===== src/rtl/pcie_app_pkg.sv =====
// Shared register map and types for the pcie-dma app blocks.
package pcie_app_pkg;

    localparam int CONSUMER_RATE_WIDTH = 8;

    localparam int CONSUMER_RATE = 253;
    localparam int CHECKSUM_LSW  = 254;
    localparam int CHECKSUM_MSW  = 255;

    typedef logic [63:0] checksum_t;

    typedef enum logic {
        THR_READY = 1'b0,
        THR_GAP   = 1'b1
    } throttle_state_t;

endpackage


===== src/rtl/pcie_rate_throttle.sv =====
// Stream throttle: after each accepted word, holds ready low for exactly `rate` cycles.
//   state     | meaning
//   THR_READY | ready asserted, waiting for a handshake
//   THR_GAP   | ready deasserted, counting down the idle gap
module pcie_rate_throttle import pcie_app_pkg::*; #(
    parameter int RATE_WIDTH = CONSUMER_RATE_WIDTH
) (
    input  logic                  clk,
    input  logic                  reset,
    input  logic [RATE_WIDTH-1:0] rate,
    input  logic                  valid,
    output logic                  ready
);

    throttle_state_t       state_q, state_d;
    logic [RATE_WIDTH-1:0] gap_q, gap_d;
    logic                  ready_q, ready_d;

    always_ff @(posedge clk) begin
        if (reset) begin
            state_q <= THR_READY;
            gap_q   <= '0;
            ready_q <= 1'b0;
        end else begin
            state_q <= state_d;
            gap_q   <= gap_d;
            ready_q <= ready_d;
        end
    end

    always_comb begin
        state_d = state_q;
        gap_d   = gap_q;
        ready_d = ready_q;
        unique case (state_q)
            THR_READY: begin
                // ready_q is low only in the first cycle out of reset
                ready_d = 1'b1;
                if (valid && ready_q && (rate != '0)) begin
                    gap_d   = rate;
                    state_d = THR_GAP;
                    ready_d = 1'b0;
                end
            end
            THR_GAP: begin
                gap_d = gap_q - RATE_WIDTH'(1);
                if (gap_q == RATE_WIDTH'(1)) begin
                    state_d = THR_READY;
                    ready_d = 1'b1;
                end
            end
        endcase
    end

    assign ready = ready_q;

endmodule


===== src/rtl/pcie_dma_consumer.sv =====
// Throttled DMA sink: accumulates a 64-bit modular checksum and word count,
// exposing rate and checksum through the app register port.
module pcie_dma_consumer import pcie_app_pkg::*; #(
    parameter int RATE_WIDTH     = CONSUMER_RATE_WIDTH,
    parameter int REG_ADDR_WIDTH = 8
) (
    input  logic                      pcieClk_in,
    input  logic                      reset_in,
    input  logic [63:0]               rxData_in,
    input  logic                      rxValid_in,
    output logic                      rxReady_out,
    input  logic                      regWrValid_in,
    input  logic [REG_ADDR_WIDTH-1:0] regWrAddr_in,
    input  logic [31:0]               regWrData_in,
    input  logic                      regRdValid_in,
    input  logic [REG_ADDR_WIDTH-1:0] regRdAddr_in,
    output logic [31:0]               regRdData_out,
    output logic                      regRdHit_out,
    output logic [31:0]               wordCount_out
);

    logic [RATE_WIDTH-1:0] rate_q;
    checksum_t             checksum_q;
    checksum_t             sum_base;
    logic [31:0]           shadow_q;
    logic [31:0]           word_count_q;
    logic [31:0]           rd_data_q, rd_data_d;
    logic                  rd_hit_q;
    logic                  handshake;
    logic                  wr_rate, wr_clear;
    logic                  rd_rate, rd_lsw, rd_msw;
    logic                  wr_data_unused;

    assign wr_data_unused = ^regWrData_in[31:RATE_WIDTH];

    pcie_rate_throttle #(.RATE_WIDTH(RATE_WIDTH)) u_throttle (
        .clk   (pcieClk_in),
        .reset (reset_in),
        .rate  (rate_q),
        .valid (rxValid_in),
        .ready (rxReady_out)
    );

    assign handshake = rxValid_in && rxReady_out;

    assign wr_rate  = regWrValid_in && (regWrAddr_in == REG_ADDR_WIDTH'(CONSUMER_RATE));
    assign wr_clear = regWrValid_in && ((regWrAddr_in == REG_ADDR_WIDTH'(CHECKSUM_LSW)) ||
                                        (regWrAddr_in == REG_ADDR_WIDTH'(CHECKSUM_MSW)));
    assign rd_rate  = regRdValid_in && (regRdAddr_in == REG_ADDR_WIDTH'(CONSUMER_RATE));
    assign rd_lsw   = regRdValid_in && (regRdAddr_in == REG_ADDR_WIDTH'(CHECKSUM_LSW));
    assign rd_msw   = regRdValid_in && (regRdAddr_in == REG_ADDR_WIDTH'(CHECKSUM_MSW));

    // Clear wins over the old sum; a word arriving in the same cycle still counts.
    assign sum_base = wr_clear ? '0 : checksum_q;

    always_comb begin
        rd_data_d = '0;
        if (rd_rate)     rd_data_d = 32'(rate_q);
        else if (rd_lsw) rd_data_d = checksum_q[31:0];
        else if (rd_msw) rd_data_d = shadow_q;
    end

    always_ff @(posedge pcieClk_in) begin
        if (reset_in) begin
            rate_q       <= '0;
            checksum_q   <= '0;
            shadow_q     <= '0;
            word_count_q <= '0;
            rd_data_q    <= '0;
            rd_hit_q     <= 1'b0;
        end else begin
            if (wr_rate) rate_q <= regWrData_in[RATE_WIDTH-1:0];

            if (handshake) begin
                checksum_q   <= sum_base + rxData_in;
                word_count_q <= (wr_clear ? 32'd0 : word_count_q) + 32'd1;
            end else if (wr_clear) begin
                checksum_q   <= '0;
                word_count_q <= '0;
            end

            // An LSW read keeps the MSW coherent with the value it just returned.
            if (rd_lsw)        shadow_q <= checksum_q[63:32];
            else if (wr_clear) shadow_q <= '0;

            rd_data_q <= rd_data_d;
            rd_hit_q  <= rd_rate || rd_lsw || rd_msw;
        end
    end

    assign regRdData_out = rd_data_q;
    assign regRdHit_out  = rd_hit_q;
    assign wordCount_out = word_count_q;

endmodule


===== config.mk =====
export PLATFORM = sky130hd
export DESIGN_NAME = pcie_dma_consumer
export DESIGN_NICKNAME = d
export VERILOG_FILES = /design/src/rtl/pcie_app_pkg.sv /design/src/rtl/pcie_rate_throttle.sv /design/src/rtl/pcie_dma_consumer.sv
export SDC_FILE = /design/constraint.sdc
export NUM_CORES = 1
export LEC_CHECK = 0
export ABC_AREA = 1
export CAP_MARGIN = 10
export CORE_UTILIZATION = 40
export CTS_BUF_LIST = sky130_fd_sc_hd__clkbuf_4 sky130_fd_sc_hd__clkbuf_8 sky130_fd_sc_hd__clkbuf_16
export CTS_CLUSTER_DIAMETER = 200
export DETAILED_ROUTE_END_ITERATION = 16
export SLEW_MARGIN = 20
export SYNTH_ARGS = -nofsm -noshare
export SYNTH_HDL_FRONTEND = slang
export SYNTH_HIERARCHICAL = 1
export SYNTH_SLANG_ARGS = --single-unit

===== constraint.sdc =====
create_clock -name pcieClk_in -period 5.21 [get_ports pcieClk_in]
set_input_delay 0.7815 -clock pcieClk_in [delete_from_list [all_inputs] [get_ports pcieClk_in]]
set_output_delay 0.7815 -clock pcieClk_in [all_outputs]
set_load 0.1 [all_outputs]

==> run summary, run 1 <==
Post-route DRC: 0
clock sink count: 179
global-route track usage on met2: 41.9%
hpwl dp: 38.5 mm
slew at the pin with the worst max-slew slack: 1.04 ns
start point of the critical path: regWrAddr_in[5]
final standard cell area without fillers: 16600 um2
clk root buf: sky130_fd_sc_hd__clkbuf_16
Synth warnings: 6
outcome: finished clean
Syn Nets: 2691
global-route usage over all layers: 26.4%
Hold Fails Final Rpt: 0
Setup-failing EPs final: 0
post-synthesis sequential element count: 179
layout cells sized above 1: 3.29%
antenna violations before repair: 0
area of the core region: 34500 um2
Post-DRT Antenna Nets: 0
total setup buffers inserted after CTS: 0
async set-reset flop share out of synthesis: 0%
post-CTS clock slew at the launch and capture registers of the worst setup and hold paths: 0.07 ns
proportion of synthesized chip area in sequential cells: 25.5%
Mapped Cells: 2507
overall power: 3.81 mW
instance area after placement: 16000 um2
average detailed-routed wire length per instance: 15.3 um
effective utilization at floorplan: 40.7%
minimum clock period after layout: 4.16 ns
clock latency of the later-clocked register in the worst-skew pair: 0.44 ns
GRT met3 Usage: 3.28%
final-report max-slew violation count: 0
leftover overflow at the end of global routing: 0
first-pass detailed-route iteration total: 7
TritonCTS clock tree: done
worst-case reg-to-reg path depth: 14
boundary pin count: 183
Area Overhead vs Synth: 18.2%
Critical R2R Capture: checksum_q[41]$_SDFF_PP0_
floorplan die width: 189 um
nature of the critical path endpoint: register
CP startpoint kind: primary input
post-synthesis average cell area: 5.60 um2
number of gates given a new drive strength after cts: 0
Final Worst Setup Slack: 1.05 ns
Die Outline Area: 35900 um2
power density cells: 229 nW/um2
via count: 14955
# diodes: 0
initial DRC count: 1217
hold path cells: 2
final worst path period share: 79.9%
worst reg2reg startpoint: checksum_q[8]$_SDFF_PP0_
dominant register cell in the synthesized netlist: sky130_fd_sc_hd__dfxtp_1
kind of critical path: primary input to register
grt met1 use: 36.5%
Fin Setup TNS: 0 ns
number of buffers inserted during clock tree synthesis: 17
cts-stage hold buffer count: 0
first-pass GRT wire length: 73.2 mm
port bufs: 158
vias in the first global route: 13542
# Max-Cap Violations: 0
critical path peak fanout: 41
Max Fclk: 240 MHz
number of buffers between clock root and the deepest sink: 2
layer with the highest usage after global routing: met2
Pleak: 8.84 nW
cell area after technology mapping: 14000 um2
Final Wtd Congestion: 0.966
destination of the worst hold path: regRdData_out[25]$_SDFF_PP0_
pin count of the biggest net entering global routing: 75
Routed Wire Length: 47.4 mm
required time of the critical path: 5.55 ns
Max H-tree Level: 4
kind of path behind the tightest hold check: register to register
Clock Skews: 0.0158 ns
WP data arrival: 4.50 ns
RSZ-0062 raised after global routing: no
worst setup timing slack at the placement stage: 0.732 ns
die span in y: 189 um
start point of the worst hold path: shadow_q[25]$_SDFFE_PP0P_
setup slack of the worst register-to-register path: 2.43 ns
number of nets at the end of the flow: 2814
IR Drop Worst-Case VDD: 0.000164 V
Rows: 68
number of synthesized flops with an enable pin: 0
number of distinct standard cells referenced by the synthesized netlist: 44
Avg Vias per Cell: 4.83
Final Core Density: 48.1%
worst relative slew slack: 30.6%
==> layout by cell type (no fill, tap or decap), types with 4 or more instances in the layout <==
master	count
sky130_fd_sc_hd__a21oi_1	161
sky130_fd_sc_hd__and2_1	5
sky130_fd_sc_hd__buf_4	10
sky130_fd_sc_hd__clkbuf_16	17
sky130_fd_sc_hd__clkdlybuf4s50_1	157
sky130_fd_sc_hd__dfxtp_1	179
sky130_fd_sc_hd__ha_1	66
sky130_fd_sc_hd__inv_1	529
sky130_fd_sc_hd__inv_2	4
sky130_fd_sc_hd__nand2_1	834
sky130_fd_sc_hd__nand2_2	10
sky130_fd_sc_hd__nand3_1	163
sky130_fd_sc_hd__nand4_1	20
sky130_fd_sc_hd__nor2_1	283
sky130_fd_sc_hd__nor2_2	7
sky130_fd_sc_hd__nor2_4	10
sky130_fd_sc_hd__nor3_1	21
sky130_fd_sc_hd__nor4_1	4
sky130_fd_sc_hd__o211ai_1	17
sky130_fd_sc_hd__o21ai_0	70
sky130_fd_sc_hd__xnor2_1	4
sky130_fd_sc_hd__xor2_1	26
==> synthesized netlist by cell type, types with 17 or more instances <==
cell type,instances,share of area (%)
sky130_fd_sc_hd__nand4_1,20,0.89
sky130_fd_sc_hd__o211ai_1,17,0.91
sky130_fd_sc_hd__xor2_1,26,1.6
sky130_fd_sc_hd__nand3_1,163,5.8
sky130_fd_sc_hd__dfxtp_1,179,26
sky130_fd_sc_hd__clkbuf_1,32,0.86
sky130_fd_sc_hd__a21oi_1,161,5.7
sky130_fd_sc_hd__inv_1,529,14
sky130_fd_sc_hd__nor2_1,283,7.6
sky130_fd_sc_hd__o21ai_0,70,2.5
sky130_fd_sc_hd__nand2_1,835,22
sky130_fd_sc_hd__ha_1,66,5.9
sky130_fd_sc_hd__nor3_1,21,0.75
==> cell type report <==
cell class / count / area [um2]
clock inverter: 11 / 150
inverter: 535 / 2010
sequential: 179 / 3580
timing repair buffer: 167 / 1650
fill: 3841 / 17900
clock buffer: 21 / 468
multi-input combinational: 1730 / 8170
tap: 455 / 569
==> kinds of logic after synthesis <==
family	after synthesis	synth area share (%)
simple gates	1374	40.6
buf+inv	598	16.3
compound gates	259	9.72
flops	179	25.5
fa+ha+maj	67	6.02
xor+xnor	30	1.87
==> where the power goes <==
group	total [mW]	switching [mW]	internal [mW]
Sequential	1.46	0.0477	1.41
Combinational	0.971	0.638	0.333
Clock	1.38	0.583	0.796
Total	3.81	1.27	2.54
==> flip-flops by register name (all words and copies together), names as in the netlist <==
signal and count:
checksum_q 64, rate_q 8, regRdData_out 32, regRdHit_out 1
shadow_q 32, u_throttle/gap_q 8, u_throttle/ready 1, u_throttle/state_q 1
wordCount_out 32
==> routing by layer <==
| metal | up-vias | wire [um] |
|---|---|---|
| met5 | - | 0 |
| li1 | 7840 | - |
| met3 | 60 | 3020 |
| met2 | 450 | 20800 |
| met1 | 6605 | 22200 |
| met4 | 0 | 1470 |
==> through the flow <==
stage	hold slack (ns)	instances
global placement	0.456	3066
CTS	0.466	3098
detailed placement	0.456	3066
global route	0.477	3098
finish	0.463	3098
floorplan	0.440	2507
==> critical path, cell delays in order <==
cell and delay [ns]:
sky130_fd_sc_hd__clkdlybuf4s50_1 0.46, sky130_fd_sc_hd__nand2_1 0.08, sky130_fd_sc_hd__nor2_4 0.18, sky130_fd_sc_hd__nand2_8 0.18, sky130_fd_sc_hd__inv_4 0.42, sky130_fd_sc_hd__nor2_1 0.16, sky130_fd_sc_hd__ha_1 0.38, sky130_fd_sc_hd__nand2_1 0.11
sky130_fd_sc_hd__nor2_1 0.43, sky130_fd_sc_hd__nand3_1 0.14, sky130_fd_sc_hd__nand3_1 0.27, sky130_fd_sc_hd__nand3_1 0.12, sky130_fd_sc_hd__nand2_1 0.22, sky130_fd_sc_hd__nand2_1 0.10, sky130_fd_sc_hd__nand3_1 0.08, sky130_fd_sc_hd__nand3_1 0.18
sky130_fd_sc_hd__nand2_1 0.15, sky130_fd_sc_hd__inv_1 0.04
==> worst max path at each step <==
stage / to / slack, ns
3_3_place_gp: checksum_q[49]$_SDFF_PP0_ / 0.78
6_report: checksum_q[41]$_SDFF_PP0_ / 1.05
4_1_cts: checksum_q[49]$_SDFF_PP0_ / 1.18
3_5_place_dp: checksum_q[49]$_SDFF_PP0_ / 0.73
5_1_grt: checksum_q[49]$_SDFF_PP0_ / 0.88
2_1_floorplan: checksum_q[40]$_SDFF_PP0_ / 1.82
(Power assumes the default switching activity.)
==> run 2, diff against run 1 <==
Clock period 5.21 ns to 3.61 ns, I/O delays scaled along.
==> run 2 against run 1 <==
Effect of this change: sequential share of layout area is 1.3 points lower; combinational power rose by 67%; clock skew rose by 0.0024 ns; global-route usage increased by 0.93 points; largest cell class unchanged; die area unchanged; critical endpoint is now checksum_q[50]$_SDFF_PP0_.
==> run summary, run 2 (same netlist as run 1, synthesis figures left out) <==
outcome: finished clean
WP data arrival: 3.60 ns
start point of the critical path: regWrAddr_in[3]
final-report max-slew violation count: 0
most common cell after layout, fill and taps aside: sky130_fd_sc_hd__nand2_1
clock latency of the later-clocked register in the worst-skew pair: 0.47 ns
CP max stage cell: sky130_fd_sc_hd__clkdlybuf4s50_1
nature of the critical path endpoint: register
initial DRC count: 1049
layout cells sized above 1: 8.29%
Max Fclk: 310 MHz
Die Outline Area: 35900 um2
number of standard cells in the layout, taps in and fillers out: 3242
minimum clock period after layout: 3.23 ns
number of stages on the worst setup path: 19
commonest non-fill, non-tap cells in the layout: sky130_fd_sc_hd__nand2_1, sky130_fd_sc_hd__inv_1, sky130_fd_sc_hd__nor2_1
number of fill cells: 3684
# diodes: 0
Pleak: 9.54 nW
Final Wtd Congestion: 0.970
kind of path behind the tightest hold check: register to register
area of the core region: 34500 um2
average detailed-routed wire length per instance: 15.1 um
slew at the pin with the worst max-slew slack: 1.03 ns
worst-case reg-to-reg path depth: 16
Area Overhead vs Synth: 26.0%
Avg Vias per Cell: 4.81
leftover overflow at the end of global routing: 0
Logic pwr share: 28.8%
Sw Share: 34.5%
Worst Setup EP: checksum_q[50]$_SDFF_PP0_
number of gates given a new drive strength after cts: 0
via count: 15600
required time of the critical path: 3.98 ns
power density cells: 318 nW/um2
first-pass GRT wire length: 75.8 mm
effective utilization at floorplan: 40.7%
Rows: 68
die span in y: 189 um
final worst path period share: 89.4%
clk root buf: sky130_fd_sc_hd__clkbuf_16
port bufs: 158
critical path peak fanout: 7
Worst path max stage delay: 0.47 ns
Largest register FFs: 64
dominant cell type by count on the critical path: sky130_fd_sc_hd__nand3_1
Int Power: 3.69 mW
total setup buffers inserted after CTS: 0
hpwl dp: 39.8 mm
Critical R2R Capture: checksum_q[30]$_SDFF_PP0_
number of nets at the end of the flow: 2958
number of buffers inserted during clock tree synthesis: 17
Routed Wire Length: 49.0 mm
CP startpoint kind: primary input
overall power: 5.63 mW
Post-DRT Antenna Nets: 0
cell total after placement: 3210
vias in the first global route: 14279
cts-stage hold buffer count: 0
# Max-Cap Violations: 0
Switch Pwr: 1.94 mW
first-pass detailed-route iteration total: 5
IR Drop Worst-Case VDD: 0.000361 V
TritonCTS clock tree: done
buffer and inverter count on the worst path: 4
kind of critical path: primary input to register
category of cells accounting for the largest share of critical-path delay: simple AND/OR/NAND/NOR gates
Hold Fails Final Rpt: 0
share of total power in the clock network: 33.8%
number of buffers between clock root and the deepest sink: 2
antenna violations before repair: 0
Setup-failing EPs final: 0
Post-route DRC: 0
pin count of the biggest net entering global routing: 63
worst relative slew slack: 31.2%
floorplan die width: 189 um
cells along the critical path: clkdlybuf4s50_1 -> nand2_2 -> nor2_4 -> nand2_8 -> inv_4 -> buf_4 -> nor2_1 -> ha_1 -> nand2_1 -> nor2_1 -> nand3_1 -> nand3_1 -> nand2_1 -> nand2_1 -> nand3_1 -> nand3_1 -> nand3_1 -> nand2_1 -> inv_1
RSZ-0062 raised after global routing: no
clock sink count: 179
post-CTS clock slew at the launch and capture registers of the worst setup and hold paths: 0.08 ns
boundary pin count: 183
worst reg2reg startpoint: checksum_q[0]$_SDFF_PP0_
global-route usage over all layers: 27.4%
Max H-tree Level: 4
Clock Skews: 0.0182 ns
register share of total power: 37.3%
most flop-heavy register: checksum_q
setup slack of the worst register-to-register path: 1.02 ns
==> run 2: layout make-up <==
class                           instances  area [um2]  area share [%]
Inverter                              535        2010            11.4
Multi-Input combinational cell       1730        8170            46.2
Clock inverter                         12         124           0.700
Clock buffer                           20         448            2.53
Tap cell                              455         569            3.22
Timing Repair Buffer                  311        2790            15.8
Sequential cell                       179        3580            20.2
==> run 2: worst min path at each step <==
stage	slack, ns	end	cells past startpoint	startpoint
global route	0.49	shadow_q[11]$_SDFFE_PP0P_	2	checksum_q[43]$_SDFF_PP0_
detailed placement	0.46	shadow_q[31]$_SDFFE_PP0P_	2	checksum_q[63]$_SDFF_PP0_
CTS	0.46	shadow_q[23]$_SDFFE_PP0P_	2	checksum_q[55]$_SDFF_PP0_
floorplan	0.44	regRdData_out[11]$_SDFF_PP0_	2	checksum_q[11]$_SDFF_PP0_
finish	0.47	shadow_q[16]$_SDFFE_PP0P_	2	checksum_q[48]$_SDFF_PP0_
global placement	0.45	shadow_q[27]$_SDFFE_PP0P_	2	checksum_q[59]$_SDFF_PP0_
==> run 2: power by group through the flow <==
stage / Combinational [mW] / Clock [mW] / Sequential [mW]
2_1_floorplan: 0.929 / 0 / 2.12
3_3_place_gp: 1.58 / 0 / 2.15
3_5_place_dp: 1.60 / 0 / 2.15
4_1_cts: 1.61 / 1.93 / 2.10
5_1_grt: 1.82 / 1.99 / 2.11
6_report: 1.62 / 1.91 / 2.10
==> run 2: per-stage QoR <==
stage          instance area [um2]  TNS (ns)  hold slack [ns]  util [%]  setup slack (ns)
2_1_floorplan                14000         0            0.440         -             0.459
3_5_place_dp                 17100   -0.0471            0.461      49.6           -0.0434
5_1_grt                      17700         0            0.490      51.2             0.195
6_report                     17700         0            0.469      51.2             0.383
3_3_place_gp                 17100         0            0.454      49.6            0.0152
4_1_cts                      17700         0            0.459      51.2             0.423
==> run 2: layer usage <==
metal	GRT usage [%]	share of wire [%]	up-vias
li1	-	-	8126
met1	36.7	46	6948
met2	45.5	45	462
met3	2.98	6.7	64
met4	8.93	2.6	0
met5	0	0	-
==> run 2: worst register-to-register path: stages (launching register included) <==
cell and delay, ns:
sky130_fd_sc_hd__dfxtp_1 0.30, sky130_fd_sc_hd__inv_1 0.07, sky130_fd_sc_hd__nor2_1 0.06, sky130_fd_sc_hd__ha_1 0.21, sky130_fd_sc_hd__fa_1 0.40, sky130_fd_sc_hd__nand3_1 0.10
sky130_fd_sc_hd__nand3_1 0.18, sky130_fd_sc_hd__nand2_1 0.11, sky130_fd_sc_hd__nand2_1 0.15, sky130_fd_sc_hd__nand2_1 0.10, sky130_fd_sc_hd__nand2_1 0.08, sky130_fd_sc_hd__nand2_1 0.07
sky130_fd_sc_hd__nand2_1 0.14, sky130_fd_sc_hd__buf_4 0.19, sky130_fd_sc_hd__xor2_1 0.13, sky130_fd_sc_hd__o21ai_0 0.15, sky130_fd_sc_hd__inv_1 0.05
